==> src/rtl/arc_arrival_engine_if.sv <==
// Handshake/bus bundle for arc_arrival_engine: table write port, pin-arrival
// stream and gate result. ARC_MIN_EN adds the early-arrival result signals.
interface arc_arrival_engine_if #(
  parameter int unsigned NUM_CELLS = 32,
  parameter int unsigned MAX_PINS  = 8,
  parameter int unsigned DLY_W     = 16,
  parameter int unsigned ARR_W     = 24
);
  localparam int unsigned CW = $clog2(NUM_CELLS);
  localparam int unsigned PW = $clog2(MAX_PINS);

  logic             lib_we;
  logic [CW-1:0]    lib_cell;
  logic [PW-1:0]    lib_pin;
  logic [DLY_W-1:0] lib_dly;
  logic             lib_clr;

  logic             in_valid;
  logic             in_ready;
  logic [CW-1:0]    in_cell;
  logic [PW-1:0]    in_pin;
  logic [ARR_W-1:0] in_arr;
  logic             in_last;

  logic             out_valid;
  logic             out_ready;
  logic [ARR_W-1:0] out_arr;
  logic [PW-1:0]    out_crit;
  logic             out_err;
`ifdef ARC_MIN_EN
  logic [ARR_W-1:0] out_arr_min;
  logic [PW-1:0]    out_crit_min;
`endif

  modport master (
    output lib_we, lib_cell, lib_pin, lib_dly, lib_clr,
    output in_valid, in_cell, in_pin, in_arr, in_last, out_ready,
    input  in_ready, out_valid, out_arr, out_crit, out_err
`ifdef ARC_MIN_EN
    , input out_arr_min, out_crit_min
`endif
  );

  modport slave (
    input  lib_we, lib_cell, lib_pin, lib_dly, lib_clr,
    input  in_valid, in_cell, in_pin, in_arr, in_last, out_ready,
    output in_ready, out_valid, out_arr, out_crit, out_err
`ifdef ARC_MIN_EN
    , output out_arr_min, out_crit_min
`endif
  );
endinterface

==> src/rtl/arc_arrival_engine.sv <==
// Gate arrival evaluator: out = max over pins of (pin arrival + arc delay).
// Define ARC_MIN_EN to also track the minimum sum (early/hold arrival).
module arc_arrival_engine #(
  parameter int unsigned NUM_CELLS = 32,
  parameter int unsigned MAX_PINS  = 8,
  parameter int unsigned DLY_W     = 16,
  parameter int unsigned ARR_W     = 24
) (
  input logic               clk,
  input logic               rst_n,
  arc_arrival_engine_if.slave bus
);
  localparam int unsigned CW      = $clog2(NUM_CELLS);
  localparam int unsigned PW      = $clog2(MAX_PINS);
  localparam int unsigned ENTRIES = NUM_CELLS * MAX_PINS;
  localparam int unsigned IW      = $clog2(ENTRIES);

  typedef enum logic [1:0] {IDLE, ACCUM, DONE} state_t;

  state_t           state_q;
  logic [DLY_W-1:0] dly_mem [ENTRIES];
  logic [ENTRIES-1:0] vld_q;
  logic [CW-1:0]    cell_q;
  logic [ARR_W-1:0] acc_q;
  logic [PW-1:0]    crit_q;
  logic             err_q;
  logic             in_ready_q;
  logic             out_valid_q;
`ifdef ARC_MIN_EN
  logic [ARR_W-1:0] min_q;
  logic [PW-1:0]    crit_min_q;
`endif

  logic [CW-1:0]    lk_cell;
  logic [IW-1:0]    lk_idx;
  logic [IW-1:0]    wr_idx;
  logic [DLY_W-1:0] lk_dly;
  logic [ARR_W:0]   sum_wide;
  logic [ARR_W-1:0] sum;
  logic             beat_err;
  logic             accept;

  // Lookup is a combinational read of the pre-edge table, so a write to the
  // same entry in the same cycle is seen only by later beats.
  always_comb begin
    lk_cell  = (state_q == IDLE) ? bus.in_cell : cell_q;
    lk_idx   = IW'(lk_cell) * IW'(MAX_PINS) + IW'(bus.in_pin);
    wr_idx   = IW'(bus.lib_cell) * IW'(MAX_PINS) + IW'(bus.lib_pin);
    lk_dly   = vld_q[lk_idx] ? dly_mem[lk_idx] : '0;
    sum_wide = {1'b0, bus.in_arr} + {{(ARR_W + 1 - DLY_W){1'b0}}, lk_dly};
    sum      = sum_wide[ARR_W] ? '1 : sum_wide[ARR_W-1:0];
    beat_err = !vld_q[lk_idx] || ((state_q == ACCUM) && (bus.in_cell != cell_q));
    accept   = bus.in_valid && in_ready_q;
  end

  always_ff @(posedge clk) begin
    if (bus.lib_we) dly_mem[wr_idx] <= bus.lib_dly;
  end

  always_ff @(posedge clk or negedge rst_n) begin
    if (!rst_n) begin
      vld_q <= '0;
    end else begin
      if (bus.lib_clr) vld_q <= '0;
      if (bus.lib_we)  vld_q[wr_idx] <= 1'b1;
    end
  end

  always_ff @(posedge clk or negedge rst_n) begin
    if (!rst_n) begin
      state_q     <= IDLE;
      cell_q      <= '0;
      acc_q       <= '0;
      crit_q      <= '0;
      err_q       <= 1'b0;
      in_ready_q  <= 1'b0;
      out_valid_q <= 1'b0;
`ifdef ARC_MIN_EN
      min_q       <= '0;
      crit_min_q  <= '0;
`endif
    end else begin
      case (state_q)
        IDLE: begin
          in_ready_q <= 1'b1;
          if (accept) begin
            cell_q <= bus.in_cell;
            acc_q  <= sum;
            crit_q <= bus.in_pin;
            err_q  <= beat_err;
`ifdef ARC_MIN_EN
            min_q      <= sum;
            crit_min_q <= bus.in_pin;
`endif
            if (bus.in_last) begin
              state_q     <= DONE;
              in_ready_q  <= 1'b0;
              out_valid_q <= 1'b1;
            end else begin
              state_q <= ACCUM;
            end
          end
        end
        ACCUM: begin
          if (accept) begin
            if (sum > acc_q) begin
              acc_q  <= sum;
              crit_q <= bus.in_pin;
            end
`ifdef ARC_MIN_EN
            if (sum < min_q) begin
              min_q      <= sum;
              crit_min_q <= bus.in_pin;
            end
`endif
            err_q <= err_q | beat_err;
            if (bus.in_last) begin
              state_q     <= DONE;
              in_ready_q  <= 1'b0;
              out_valid_q <= 1'b1;
            end
          end
        end
        DONE: begin
          if (bus.out_ready) begin
            state_q     <= IDLE;
            in_ready_q  <= 1'b1;
            out_valid_q <= 1'b0;
          end
        end
        default: state_q <= IDLE;
      endcase
    end
  end

  assign bus.in_ready  = in_ready_q;
  assign bus.out_valid = out_valid_q;
  assign bus.out_arr   = acc_q;
  assign bus.out_crit  = crit_q;
  assign bus.out_err   = err_q;
`ifdef ARC_MIN_EN
  assign bus.out_arr_min  = min_q;
  assign bus.out_crit_min = crit_min_q;
`endif
endmodule

==> src/flat_wrapper.sv <==
// flat-port wrapper written by rule: the top's interface ports become plain ports
module arc_arrival_engine_flat 
#(
  parameter int unsigned NUM_CELLS = 32,
  parameter int unsigned MAX_PINS  = 8,
  parameter int unsigned DLY_W     = 16,
  parameter int unsigned ARR_W     = 24
)
  (clk, rst_n, bus_lib_we, bus_lib_cell, bus_lib_pin, bus_lib_dly, bus_lib_clr, bus_in_valid, bus_in_cell, bus_in_pin, bus_in_arr, bus_in_last, bus_out_ready, bus_in_ready, bus_out_valid, bus_out_arr, bus_out_crit, bus_out_err);
  arc_arrival_engine_if #(.NUM_CELLS(NUM_CELLS), .MAX_PINS(MAX_PINS), .DLY_W(DLY_W), .ARR_W(ARR_W)) bus_i ();
  input logic clk;
  input logic rst_n;
  input wire logic [$bits(bus_i.lib_we)-1:0] bus_lib_we;
  input wire logic [$bits(bus_i.lib_cell)-1:0] bus_lib_cell;
  input wire logic [$bits(bus_i.lib_pin)-1:0] bus_lib_pin;
  input wire logic [$bits(bus_i.lib_dly)-1:0] bus_lib_dly;
  input wire logic [$bits(bus_i.lib_clr)-1:0] bus_lib_clr;
  input wire logic [$bits(bus_i.in_valid)-1:0] bus_in_valid;
  input wire logic [$bits(bus_i.in_cell)-1:0] bus_in_cell;
  input wire logic [$bits(bus_i.in_pin)-1:0] bus_in_pin;
  input wire logic [$bits(bus_i.in_arr)-1:0] bus_in_arr;
  input wire logic [$bits(bus_i.in_last)-1:0] bus_in_last;
  input wire logic [$bits(bus_i.out_ready)-1:0] bus_out_ready;
  output wire logic [$bits(bus_i.in_ready)-1:0] bus_in_ready;
  output wire logic [$bits(bus_i.out_valid)-1:0] bus_out_valid;
  output wire logic [$bits(bus_i.out_arr)-1:0] bus_out_arr;
  output wire logic [$bits(bus_i.out_crit)-1:0] bus_out_crit;
  output wire logic [$bits(bus_i.out_err)-1:0] bus_out_err;
  assign bus_i.lib_we = bus_lib_we;
  assign bus_i.lib_cell = bus_lib_cell;
  assign bus_i.lib_pin = bus_lib_pin;
  assign bus_i.lib_dly = bus_lib_dly;
  assign bus_i.lib_clr = bus_lib_clr;
  assign bus_i.in_valid = bus_in_valid;
  assign bus_i.in_cell = bus_in_cell;
  assign bus_i.in_pin = bus_in_pin;
  assign bus_i.in_arr = bus_in_arr;
  assign bus_i.in_last = bus_in_last;
  assign bus_i.out_ready = bus_out_ready;
  assign bus_in_ready = bus_i.in_ready;
  assign bus_out_valid = bus_i.out_valid;
  assign bus_out_arr = bus_i.out_arr;
  assign bus_out_crit = bus_i.out_crit;
  assign bus_out_err = bus_i.out_err;
  arc_arrival_engine #(.NUM_CELLS(NUM_CELLS), .MAX_PINS(MAX_PINS), .DLY_W(DLY_W), .ARR_W(ARR_W)) u_core (.clk(clk), .rst_n(rst_n), .bus(bus_i));
endmodule
==> config.mk <==
export PLATFORM = sky130hd
export DESIGN_NAME = arc_arrival_engine_flat
export DESIGN_NICKNAME = d
export VERILOG_FILES = /design/src/rtl/arc_arrival_engine_if.sv /design/src/rtl/arc_arrival_engine.sv /design/src/flat_wrapper.sv
export SDC_FILE = /design/constraint.sdc
export NUM_CORES = 2
export LEC_CHECK = 0
export CAP_MARGIN = 20
export CORE_MARGIN = 4
export CORE_UTILIZATION = 52
export DETAILED_ROUTE_END_ITERATION = 16
export GPL_TIMING_DRIVEN = 0
export HOLD_SLACK_MARGIN = 0.15
export PLACE_DENSITY = 0.69
export SETUP_SLACK_MARGIN = 0.02
export SYNTH_ARGS = -nofsm -noshare
export SYNTH_HDL_FRONTEND = slang
export SYNTH_SLANG_ARGS = --single-unit
==> constraint.sdc <==
create_clock -name clk -period 7.09 [get_ports clk]
set_input_delay 1.418 -clock clk [delete_from_list [all_inputs] [get_ports clk]]
set_output_delay 1.418 -clock clk [all_outputs]
set_load 0.05 [all_outputs]
==> flow_summary.yaml <==
run_status:
  status: "complete, but fails checks"
  violations: "setup timing"
timing:
  min_period_ps: 7680
  slew_violations: 0
  setup_slack_ps: -590
  fin_crit_sh_pct: 108
  worst-slew-pin-transition_ps: 1230
  hold_viol_final: 0
  fin_hold_ws_ps: 282
  skew_ps: 61.8
  rsz0062_at_grt: "yes"
  setup_violations: 27
  slew-limit-headroom_pct: 18.3
  fmax_mhz: 130
synth:
  synth.distinct_cells: 63
  ys_warn_count: 0
  synth.top_cells.by_area: "edfxtp_1 72%, mux4_2 18%, dfrtp_1 4.3%, o22ai_1 0.93%, nor2_1 0.70%"
  synthFlopType: "edfxtp_1"
  syn-cell-area_um2: 172000
  synth_top_area_share_pct: 71.5
  synth_edf_count: 4096
  ys_seq_area_share_pct: 75.8
  syn-instance-count: 7821
  async_reset_ff_share_pct: 6.68
  synth-seq-cells: 4389
  yosysTopAreaCell: "edfxtp_1"
  syn_area_per_cell_um2: 22.0
  syn_nets: 7929
die:
  die_area_um2: 340000
  die_w_um: 583
  initial_core_util_pct: 52.4
  io_pins: 93
  design.core.area_um2: 328000
  row_count: 210
  fp.dieH_um: 583
grt:
  grt_pass1_wl_mm: 665
  grt_overflow: 0
  grt_use_total_pct: 27.6
  grt_max_degree: 154
  grt_antenna_before_repair: 26
  grt_pass1_vias: 87900
worst_setup_path:
  reg2reg_from: "u_core.state_q[0]$_DFFE_PN0P_"
  crit_top_cell: "buf_6"
  arrival_ps: 8530
  crit_slowest_cell: "a311oi_2"
  r2r_end: "u_core.bus.out_arr[17]$_DFFE_PN0P_"
  max_stage_delay_ps: 640
  r2r_cells: 31
  cp-end-kind: "register"
  crit_fanout: 10
  required_ps: 7940
  crit_type: "in -> reg"
  r2r_slack_ps: -460
  start_kind: "input port"
final_layout:
  area_growth_pct: 17.3
  stdcell_area_um2: 202000
  num-fill-cells: 21700
  finish.net_count: 8808
  drive_gt1_share_pct: 34.7
  layout_common_cells: "4096 x edfxtp_1, 1350 x mux4_2, 439 x clkbuf_16"
  final_cells: 13400
  mostFrequentLayoutCell: "edfxtp_1"
  utilization_pct: 61.5
detailed_routing:
  antenna_left: 0
  drt_iter0_markers: 13900
  wl_met3_mm: 53.5
  routed_wl_mm: 471
  route.detailed.drc: 0
  route.vias.total: 87900
  top_layer_used: "met5"
  first_pass_iters: 8
  met1Wirelength_mm: 173
  wl_met2_mm: 221
  viasPerCell: 6.55
  post_drt_wl_per_cell_um: 35.1
flow_run:
  drv_cap: 0
clock_network:
  clock-sinks: 4389
  tritoncts: "built"
  clk_latency_ps: 990
  cts-root-buf: "clkbuf_16"
  clk_path_buf_depth: 4
  cts_hold_buf: 0
  cts_made_buffers: 431
  clk_pin_slew_ps: 60
  h-tree-depth: 5
placement:
  dp.cells: 12500
  placed_area_um2: 184000
  finalWeightedCongestion: 0.931
  pre_cts_ws_ps: -4020
  dp_hpwl_mm: 315
  io_buffers: 88
pwr:
  power_density_nw_per_um2: 319
  ir_worst_vdd_mv: 0.225
  p_leak_nw: 64.6
worst_hold_path:
  min_path_type: "in -> async"
-- metrics by stage --
stage / total power [mW] / TNS, ps
after floorplan: 35.1 / -9330
after global placement: 40.0 / -
after detailed placement: 40.0 / -106800
after CTS: 63.6 / -10110
after global routing: 66.1 / -16010
final: 64.3 / -13960
-- logic make-up (layout without fill, tap and decap cells) --
family / after synthesis / count (layout) / share of synthesized area, %
compound gates: 464 / 464 / 1.82
mux: 1413 / 1413 / 18.1
buf+inv: 776 / 2015 / 2.16
flops: 4389 / 4389 / 75.8
simple gates: 717 / 717 / 1.77
xor+xnor: 17 / 17 / 0.0866
fa+ha+maj: 45 / 45 / 0.332
other cells: 0 / 24 / 0
-- how the worst max path moves through the flow --
stage                                                     to                     startpoint  depth (start not counted)
final                     u_core.bus.out_arr[17]$_DFFE_PN0P_                  bus_in_pin[1]                         31
after global routing      u_core.bus.out_arr[17]$_DFFE_PN0P_  u_core.state_q[0]$_DFFE_PN0P_                         30
after CTS                 u_core.bus.out_arr[17]$_DFFE_PN0P_                  bus_in_pin[0]                         35
after detailed placement  u_core.bus.out_arr[17]$_DFFE_PN0P_                 bus_in_cell[1]                         28
after global placement           u_core.vld_q[142]$_DFF_PN0_                          rst_n                          1
after floorplan           u_core.bus.out_arr[15]$_DFFE_PN0P_                  bus_in_pin[0]                         35
-- Yosys cell counts (20+ instances only) --
master and number:
edfxtp_1 4096, mux4_2 1350, nor2_1 319, dfrtp_1 293, inv_1 287, o22ai_1 256, nand2_1 241, clkbuf_1 199
buf_2 127, buf_4 68, nand3_1 60, a31oi_1 48, buf_6 47, buf_1 45, ha_1 44, mux2i_1 39
and3_1 26, a211oi_1 24, mux2_2 24, a21oi_1 21, a311oi_1 20
-- layout make-up --
class,instances,area [um2],area share (%)
Clock buffer,524,11200,5.57
Tap cell,4346,5440,2.69
Buffer,486,4780,2.37
Clock inverter,269,2690,1.33
Inverter,287,1080,0.534
Antenna cell,24,60.1,0.0298
Multi-Input combinational cell,2656,40000,19.8
Sequential cell,4389,130000,64.6
Timing Repair Buffer,449,6220,3.08
-- state kept, by name (all words and copies together), names as in the netlist --
name                  count
u_core.dly_mem         4096
u_core.bus.out_valid      1
u_core.bus.in_ready       1
u_core.bus.out_arr       24
u_core.vld_q            256
u_core.bus.out_crit       3
u_core.cell_q             5
u_core.state_q            2
u_core.bus.out_err        1
-- critical path: cells and delay by family --
kind	cells	cell delay, ps
mux	3	900
simple gates	10	1520
compound gates	10	2580
fa+ha+maj	2	680
buf+inv	6	1340
-- metal layers --
layer	vias to the layer above	track usage, %
met5	-	0
li1	34500	-
met1	46900	38.8
met2	5560	42.3
met4	8	11.0
met3	1028	6.73
-- power by group --
group / total (mW) / internal (mW) / switching, mW
combinational: 13.0 / 4.90 / 8.10
clock: 22.7 / 12.9 / 9.79
sequential: 28.6 / 28.5 / 0.117
total: 64.3 / 46.3 / 18.0
-- what timing repair did --
item                                    in CTS  in global routing
pin swaps                                   44                 68
buffers inserted                            62                 64
endpoints found under the hold margin        0                  0
gates resized for setup                    537                128
gates cloned                                 3                  2
endpoints found under the setup margin      27                 27
Note: power is estimated with default switching activity, not from simulation.
